--- src/rtl/disp_write_arbiter.sv ---
// Two-requester, message-locked arbiter for a character display write bus.
// Each accepted byte is shown on lcd_data and strobed with a timed lcd_e pulse.
module disp_write_arbiter #(
    parameter int unsigned E_HIGH = 4,
    parameter int unsigned E_GAP  = 8
) (
    input  logic       clk,
    input  logic       reset_n,
    input  logic       req0_valid,
    input  logic       req1_valid,
    input  logic [7:0] req0_data,
    input  logic [7:0] req1_data,
    input  logic       req0_last,
    input  logic       req1_last,
    output logic       req0_ready,
    output logic       req1_ready,
    output logic [1:0] gnt,
    output logic [7:0] lcd_data,
    output logic       lcd_e,
    output logic       busy
);

    typedef enum logic [2:0] {
        ST_IDLE,
        ST_WAIT,
        ST_SETUP,
        ST_PULSE,
        ST_HOLD
    } state_e;

    // Counters count down to zero, so each phase loads its length minus one.
    localparam logic [7:0] HIGH_LOAD = 8'(E_HIGH - 1);
    localparam logic [7:0] GAP_LOAD  = 8'(E_GAP - 1);

    state_e     state_q, state_d;
    logic [1:0] gnt_q, gnt_d;
    logic [7:0] data_q, data_d;
    logic       last_q, last_d;
    logic [7:0] cnt_q, cnt_d;
    logic       e_q, e_d;
    logic       ptr_q, ptr_d;   // 1 = req1 owned the most recently finished message
    logic       handshake;

    assign req0_ready = (state_q == ST_WAIT) && gnt_q[0];
    assign req1_ready = (state_q == ST_WAIT) && gnt_q[1];
    assign handshake  = (req0_valid && req0_ready) || (req1_valid && req1_ready);

    assign gnt      = gnt_q;
    assign lcd_data = data_q;
    assign lcd_e    = e_q;
    assign busy     = (state_q != ST_IDLE);

    // NOTE: every always_comb output gets a default first so no path leaves a latch.
    always_comb begin
        state_d = state_q;
        gnt_d   = gnt_q;
        data_d  = data_q;
        last_d  = last_q;
        cnt_d   = cnt_q;
        ptr_d   = ptr_q;

        case (state_q)
            ST_IDLE: begin
                if (req0_valid || req1_valid) begin
                    state_d = ST_WAIT;
                    if (req0_valid && req1_valid) gnt_d = ptr_q ? 2'b01 : 2'b10;
                    else                          gnt_d = req0_valid ? 2'b01 : 2'b10;
                end
            end
            ST_WAIT: begin
                // Grant is held even with valid low so a message is never split.
                if (handshake) begin
                    data_d  = gnt_q[0] ? req0_data : req1_data;
                    last_d  = gnt_q[0] ? req0_last : req1_last;
                    state_d = ST_SETUP;
                end
            end
            ST_SETUP: begin
                state_d = ST_PULSE;
                cnt_d   = HIGH_LOAD;
            end
            ST_PULSE: begin
                if (cnt_q == 8'd0) begin
                    state_d = ST_HOLD;
                    cnt_d   = GAP_LOAD;
                end else begin
                    cnt_d = cnt_q - 8'd1;
                end
            end
            ST_HOLD: begin
                if (cnt_q == 8'd0) begin
                    if (last_q) begin
                        state_d = ST_IDLE;
                        gnt_d   = 2'b00;
                        ptr_d   = gnt_q[1];
                    end else begin
                        state_d = ST_WAIT;
                    end
                end else begin
                    cnt_d = cnt_q - 8'd1;
                end
            end
            default: begin
                state_d = ST_IDLE;
                gnt_d   = 2'b00;
            end
        endcase
    end

    // Registering the strobe from the next state keeps lcd_e glitch-free and aligned with PULSE.
    assign e_d = (state_d == ST_PULSE);

    // NOTE: sequential state uses non-blocking assignments so all registers update together.
    always_ff @(posedge clk or negedge reset_n) begin
        if (!reset_n) begin
            state_q <= ST_IDLE;
            gnt_q   <= 2'b00;
            data_q  <= 8'h00;
            last_q  <= 1'b0;
            cnt_q   <= 8'h00;
            e_q     <= 1'b0;
            ptr_q   <= 1'b1;
        end else begin
            state_q <= state_d;
            gnt_q   <= gnt_d;
            data_q  <= data_d;
            last_q  <= last_d;
            cnt_q   <= cnt_d;
            e_q     <= e_d;
            ptr_q   <= ptr_d;
        end
    end

endmodule

--- config.mk ---
export PLATFORM = sky130hd
export DESIGN_NAME = disp_write_arbiter
export DESIGN_NICKNAME = d
export VERILOG_FILES = /design/src/rtl/disp_write_arbiter.sv
export SDC_FILE = /design/constraint.sdc
export NUM_CORES = 1
export LEC_CHECK = 0
export BUFFER_PORTS_ARGS = -buffer_cell sky130_fd_sc_hd__buf_2
export CORE_MARGIN = 4
export CORE_UTILIZATION = 52
export CTS_CLUSTER_SIZE = 25
export DETAILED_ROUTE_END_ITERATION = 8
export PLACE_DENSITY = 0.76
export REMOVE_ABC_BUFFERS = 1
export SYNTH_ARGS = -nofsm -noshare
export SYNTH_HDL_FRONTEND = slang
export SYNTH_SLANG_ARGS = --single-unit
--- constraint.sdc ---
create_clock -name clk -period 2.5 [get_ports clk]
set_clock_uncertainty 0.05 [all_clocks]
set_input_delay 0.375 -clock clk [delete_from_list [all_inputs] [get_ports clk]]
set_output_delay 0.375 -clock clk [all_outputs]
set_load 0.1 [all_outputs]
==> impl_results.md, run 1 <==
- Data required time of the critical path: 2.08 ns
- Main synth FF type: dfrtp_1
- TNS Setup: 0 ns
- Outcome: finished, final reports clean
- Flops & latches, synth: 24
- Gpl congestion: ~0.95
- Die width: approximately 60 um
- R2R Path Start: cnt_q[0]
- Hold Path Class: in2reg
- Inserted Diodes: 0
- Total congestion overflow: 0
- Most frequent cells in the layout: buf_2 (35), dfrtp_1 (23), nor2_1 (15)
- Crit share post-route: 0.941
- Ys Warns: 0
- Crit. End Element: primary output
- # clock sinks: 24
- Count of cell types in the netlist: 46
- Antenna Nets Post-Route: 0
- P&R area growth vs syn: 21.4%
- Number of cell rows: 18
- Critical path class: reg2out
- Clock Pin Slew Worst Setup and Hold Paths: about 0.13 ns
- Htree depth: 1
- Startpoint types: flip-flop
- Setup violators final: 0
- Drt pass-1 iters: 4
- IO Port Bufs: 35
- Critical-path cell list: nand2b_1 > nor2_1 > and2_1 > buf_2
- GR Util met1: 0.277
- Postcts setup bufs: 0
- Critical path arrival: about 1.9 ns
- Max Fclk: around 430 MHz
- Layout cells sized above 1: 0.285
- Placed Instance Area: approximately 0.0017 mm2
- Critical Path Max Stage Delay: ~0.54 ns
- Cell Area, Synth: ~0.0014 mm2
- Top cell type's share of synthesized area: 0.406
- Clock Tree Root: clkbuf_4
- Vias per cell: around 5.8
- HPWL Detailed: ~2600 um
- Final Hold Fails: 0
- Num CTS Buffers: 3
- Routing usage on met3: 0.0346
- Die ar.: around 0.0036 mm2
- Routed len/inst: 15.0 um
- Max clock buf depth: 2
- Starting DRT DRC Count: 60
- Hold_sp: req1_data[5]
- Mapped Cells: 152
- Via count: approximately 1.3k
- Critical path origin: state_q[2]
- Skew-Pair Late Insertion Delay: approximately 0.31 ns
- Max-cap violations: 0
- Final Max Slew Viols: 0
- Post-synth EDFFs: 0
- Initial antenna violation count: 0
- Seq/Total Area, Yosys: 0.425
- Min cycle time layout: between 2 and 2.5 ns
- FILL cells: roughly 210
- Final Util: 0.676
- CP max-delay cell: dfrtp_1
- Measured slew at the worst slew-check pin: about 0.53 ns
- Worst rel slew slack: 0.650
- Vias in the first global route: 1,278
- First-pass GRT wire length: about 5600 um
- Remaining routing DRC violations: 0
- RSZ-0062 raised after global routing: no
- Largest net degree at the start of global routing: 25
- Syn_area_per_cell: approximately 9.3 um2
- Finished layout cell area: roughly 0.0017 mm2
- GRT met2 Usage: 0.318
- # IOs: 36
- Final WL: 3340 um
- Starting Density: 0.557
- Core ar.: 0.00254 mm2
- Die Height: between 60 and 70 um
- Commonest non-fill, non-tap cell in the layout: buf_2
- Area leader, netlist: dfrtp_1
- Synth top area cells: dfrtp_1 (41%), mux2i_1 (7.1%), a21oi_1 (4.2%)
- Gr usage total: 0.202
- CTS tree: yes
- Nets: about 220
- Ys async rst share: 1.00
- Global route hottest layer: met2
- Maximum fanout along the worst path: 12
==> per-stage QoR <==
stage	hold WS [ns]	cells	worst slack, ns
2_1_floorplan	0.0294	146	-0.000852
5_1_grt	0.293	223	0.00656
6_report	0.296	223	0.148
4_1_cts	0.290	223	0.149
3_5_place_dp	0.339	218	0.220
3_3_place_gp	0.330	218	0.303
==> synth_stat cells, types with 2 or more instances <==
| master | count |
|---|---|
| a21o_1 | 2 |
| a21oi_1 | 12 |
| a22oi_1 | 2 |
| a31oi_1 | 2 |
| and2_1 | 3 |
| and3_1 | 3 |
| buf_2 | 2 |
| clkbuf_1 | 3 |
| dfrtp_1 | 23 |
| inv_1 | 7 |
| mux2i_1 | 10 |
| nand2_1 | 7 |
| nand2b_1 | 5 |
| nand3_1 | 6 |
| nor2_1 | 15 |
| nor2b_1 | 3 |
| nor3_1 | 6 |
| o21ai_0 | 8 |
| o22ai_1 | 3 |
| o31ai_1 | 2 |
| or3_1 | 3 |
==> layout make-up <==
cell class / instances / area, um2 / share of cell area
clock buffers: 3 / 22.5 / 0.0131
clock inverters: 1 / 30.0 / 0.0175
inverters: 7 / 26.3 / 0.0153
multi-input cells: 115 / 764 / 0.444
flip-flops and latches: 24 / 602 / 0.350
well taps: 30 / 37.5 / 0.0218
repair buffers: 43 / 238 / 0.138
==> critical path: cells and delay by family (launching register included) <==
kind	cells	cell delay (ns)
buffers and inverters	1	0.42
DFF	1	0.54
and+or+nand+nor	3	0.65
==> logic make-up after synthesis <==
family / Yosys count / share of synthesized area
buffers and inverters: 13 / 0.0362
xor gates and xnor gates: 1 / 0.00618
muxes: 12 / 0.0891
AOI/OAI and AO/OA: 40 / 0.193
DFF: 24 / 0.425
and+or+nand+nor: 61 / 0.242
adders and majority gates: 1 / 0.00882
==> registers in the layout, indices dropped and copies added, names as in the netlist <==
| name | count |
|---|---|
| lcd_data | 8 |
| cnt_q | 8 |
| state_q | 3 |
| lcd_e | 1 |
| gnt | 2 |
| ptr_q | 1 |
| last_q | 1 |
==> final timing paths <==
| check | endpoint | slack [ns] | cells after the start |
|---|---|---|---|
| setup / recovery | req1_ready | 0.15 | 4 |
| hold / removal | lcd_data[5] | 0.30 | 3 |
| setup reg to reg | gnt[1] | 0.19 | 6 |
| hold reg to reg | lcd_data[4] | 0.49 | 2 |
| max in group asynchronous | ptr_q | 1.52 | 2 |
| min in group asynchronous | cnt_q[5] | 0.50 | 2 |
==> metal layers <==
layer,vias up,share of wire,wire length (um)
met5,-,0,0
met4,0,0.0087,29
met3,6,0.055,183
met2,40,0.49,1650
met1,602,0.44,1480
li1,641,-,-
==> repair_timing <==
| item | CTS | global route |
|---|---|---|
| endpoints found under the setup margin | 0 | 0 |
| hold buffers | 1 | 0 |
| endpoints found under the hold margin | 23 | 0 |
| gates resized for setup | 0 | 0 |
Power of run 1 is left out: the tool's default activity adds up to more than one toggle a clock period on the data nets, which glitch-free logic cannot reach.
==> inputs of run 2 (changes only) <==
==> constraint.sdc (replaced) <==
create_clock -name clk -period 2.5 [get_ports clk]
set_clock_uncertainty 0.05 [all_clocks]
set_input_delay 0.5 -clock clk [delete_from_list [all_inputs] [get_ports clk]]
set_output_delay 0.5 -clock clk [all_outputs]
set_load 0.1 [all_outputs]
==> run 2 against run 1 <==
Flip-flop and latch count stayed put. First-iteration DRC count increased by 48%. Worst hold slack got worse by 0.21 ns. Maximum frequency is 2.6% higher. Non-clock buffer count decreased by 1. Sequential share of layout area is 0.54 points higher. Largest cell class unchanged. Routed wire length up 6.0%. Critical path type is now reg2reg. Final cell count is 0.45% lower. Critical endpoint is now gnt[1].
==> impl_results.md, run 2 (synthesized netlist as in run 1, its figures left out) <==
- Worst rel slew slack: 0.654 (+0.00357)
- Postcts setup bufs: 0 (unchanged)
- Final WL: 3540 um (+6.0%)
- Setup violators final: 0 (unchanged)
- Min cycle time layout: 2.29 ns (-0.0604 ns)
- Clock Tree Root: clkbuf_4
- Hold Path Class: in2async
- Num CTS Buffers: 3 (unchanged)
- Number of cell rows: 18 (unchanged)
- Skew-Pair Late Insertion Delay: 0.32 ns (about the same)
- Outcome: finished, final reports clean
- Gpl congestion: 0.867 (-8.5%)
- Largest net degree at the start of global routing: 25 (unchanged)
- Placed Instance Area: 0.00166 mm2 (unchanged)
- Starting Density: 0.557 (unchanged)
- Final Max Slew Viols: 0 (unchanged)
- Initial antenna violation count: 0 (unchanged)
- RSZ-0062 raised after global routing: no
- Die ar.: 0.00363 mm2 (unchanged)
- Nets: 216 (-0.46%)
- Antenna Nets Post-Route: 0 (unchanged)
- Starting DRT DRC Count: 89 (+48%)
- Finished layout cell area: 0.00169 mm2 (-1.5%)
- HPWL Detailed: 2670 um (+2.0%)
- Crit share post-route: 0.917 (-0.0242)
- Core ar.: 0.00254 mm2 (unchanged)
- Layout cells sized above 1: 0.286 (+0.00148)
- Via count: 1,321 (+2.5%)
- P&R area growth vs syn: 19.5%
- Final Hold Fails: 0 (unchanged)
- Crit. End Element: flip-flop
- Most frequent cells in the layout: buf_2 (35), dfrtp_1 (23), nor2_1 (15)
- First-pass GRT wire length: 5820 um (+4.7%)
- Max clock buf depth: 2 (unchanged)
- R2R depth: 6 (unchanged)
- Maximum fanout along the worst path: 8 (-4)
- Startpoint types: flip-flop
- Vias in the first global route: 1,262 (-1.3%)
- # IOs: 36 (unchanged)
- Htree depth: 1 (unchanged)
- Drt pass-1 iters: 5 (+1)
- FILL cells: 220 (+2.8%)
- Gr usage total: 0.211 (+0.00931)
- Max-cap violations: 0 (unchanged)
- Critical path arrival: 2.47 ns (+0.54 ns)
- Critical path class: reg2reg
- Die Height: 60.2 um (unchanged)
- Routed len/inst: 15.9 um (+6.5%)
- Measured slew at the worst slew-check pin: 0.516 ns (-0.00932 ns)
- Total congestion overflow: 0 (unchanged)
- Data required time of the critical path: 2.67 ns (+0.59 ns)
- CTS tree: yes
- IO Port Bufs: 35 (unchanged)
- Max Fclk: 436 MHz (+2.6%)
- Inserted Diodes: 0 (unchanged)
- Commonest non-fill, non-tap cell in the layout: buf_2
- Post-CTS Resized: 0 (unchanged)
- Post-CTS Hold Buffers: 0 (-1)
- Die width: 60.2 um (unchanged)
- # clock sinks: 24 (unchanged)
- Vias per cell: 5.95 (+2.9%)
- Remaining routing DRC violations: 0 (unchanged)
- Clock Pin Slew Worst Setup and Hold Paths: 0.14 ns (about the same)
-- run 2: cell count changes in the layout (fill, tap and decap cells not counted), sizes merged --
cell         change
clkbuf           +1
dlygate4sd3      -1
bufinv           -1
-- run 2: per-layer routing --
layer	up-vias	wire length [um]	track usage
met1	619	1600	0.300
met5	-	0	0
met2	58	1690	0.336
met4	0	24	0.0570
met3	4	229	0.0259
li1	640	-	-
-- run 2: worst paths after layout --
path,startpoint,end,slack [ns]
setup / recovery,cnt_q[0],gnt[1],0.21
hold / removal,reset_n,cnt_q[5],0.08
setup reg to reg,cnt_q[0],gnt[1],0.21
hold reg to reg,lcd_data[3],lcd_data[3],0.49
max in group asynchronous,reset_n,ptr_q,1.95
min in group clk,req1_data[4],lcd_data[4],0.41
-- run 2: final cells by class --
class | count | area [um2] | area share
Tap cell | 30 | 37.5 | 0.0222
Timing Repair Buffer | 42 | 228 | 0.134
Sequential cell | 24 | 602 | 0.355
Clock buffer | 4 | 36.3 | 0.0214
Inverter | 7 | 26.3 | 0.0155
Multi-Input combinational cell | 115 | 764 | 0.451
-- run 2: critical path, cell delays in order (launching register included) --
cell and delay, ns:
dfrtp_1 0.45, inv_1 0.11, ha_1 0.29, or4b_4 0.55
o41ai_4 0.31, o21ai_2 0.12, mux2_4 0.30
-- run 2: metrics by stage --
stage | setup TNS [ns] | util | hold slack, ns | std cells | setup slack, ns
after floorplan | -0.126 | - | 0.154 | 146 | -0.126
after detailed placement | 0 | 0.651 | 0.462 | 218 | 0.238
after CTS | 0 | 0.666 | 0.105 | 222 | 0.204
final | 0 | 0.666 | 0.0839 | 222 | 0.208
after global routing | 0 | 0.666 | 0.110 | 222 | 0.0818
after global placement | 0 | 0.651 | 0.454 | 218 | 0.303
Power of run 2 is left out for the same reason.
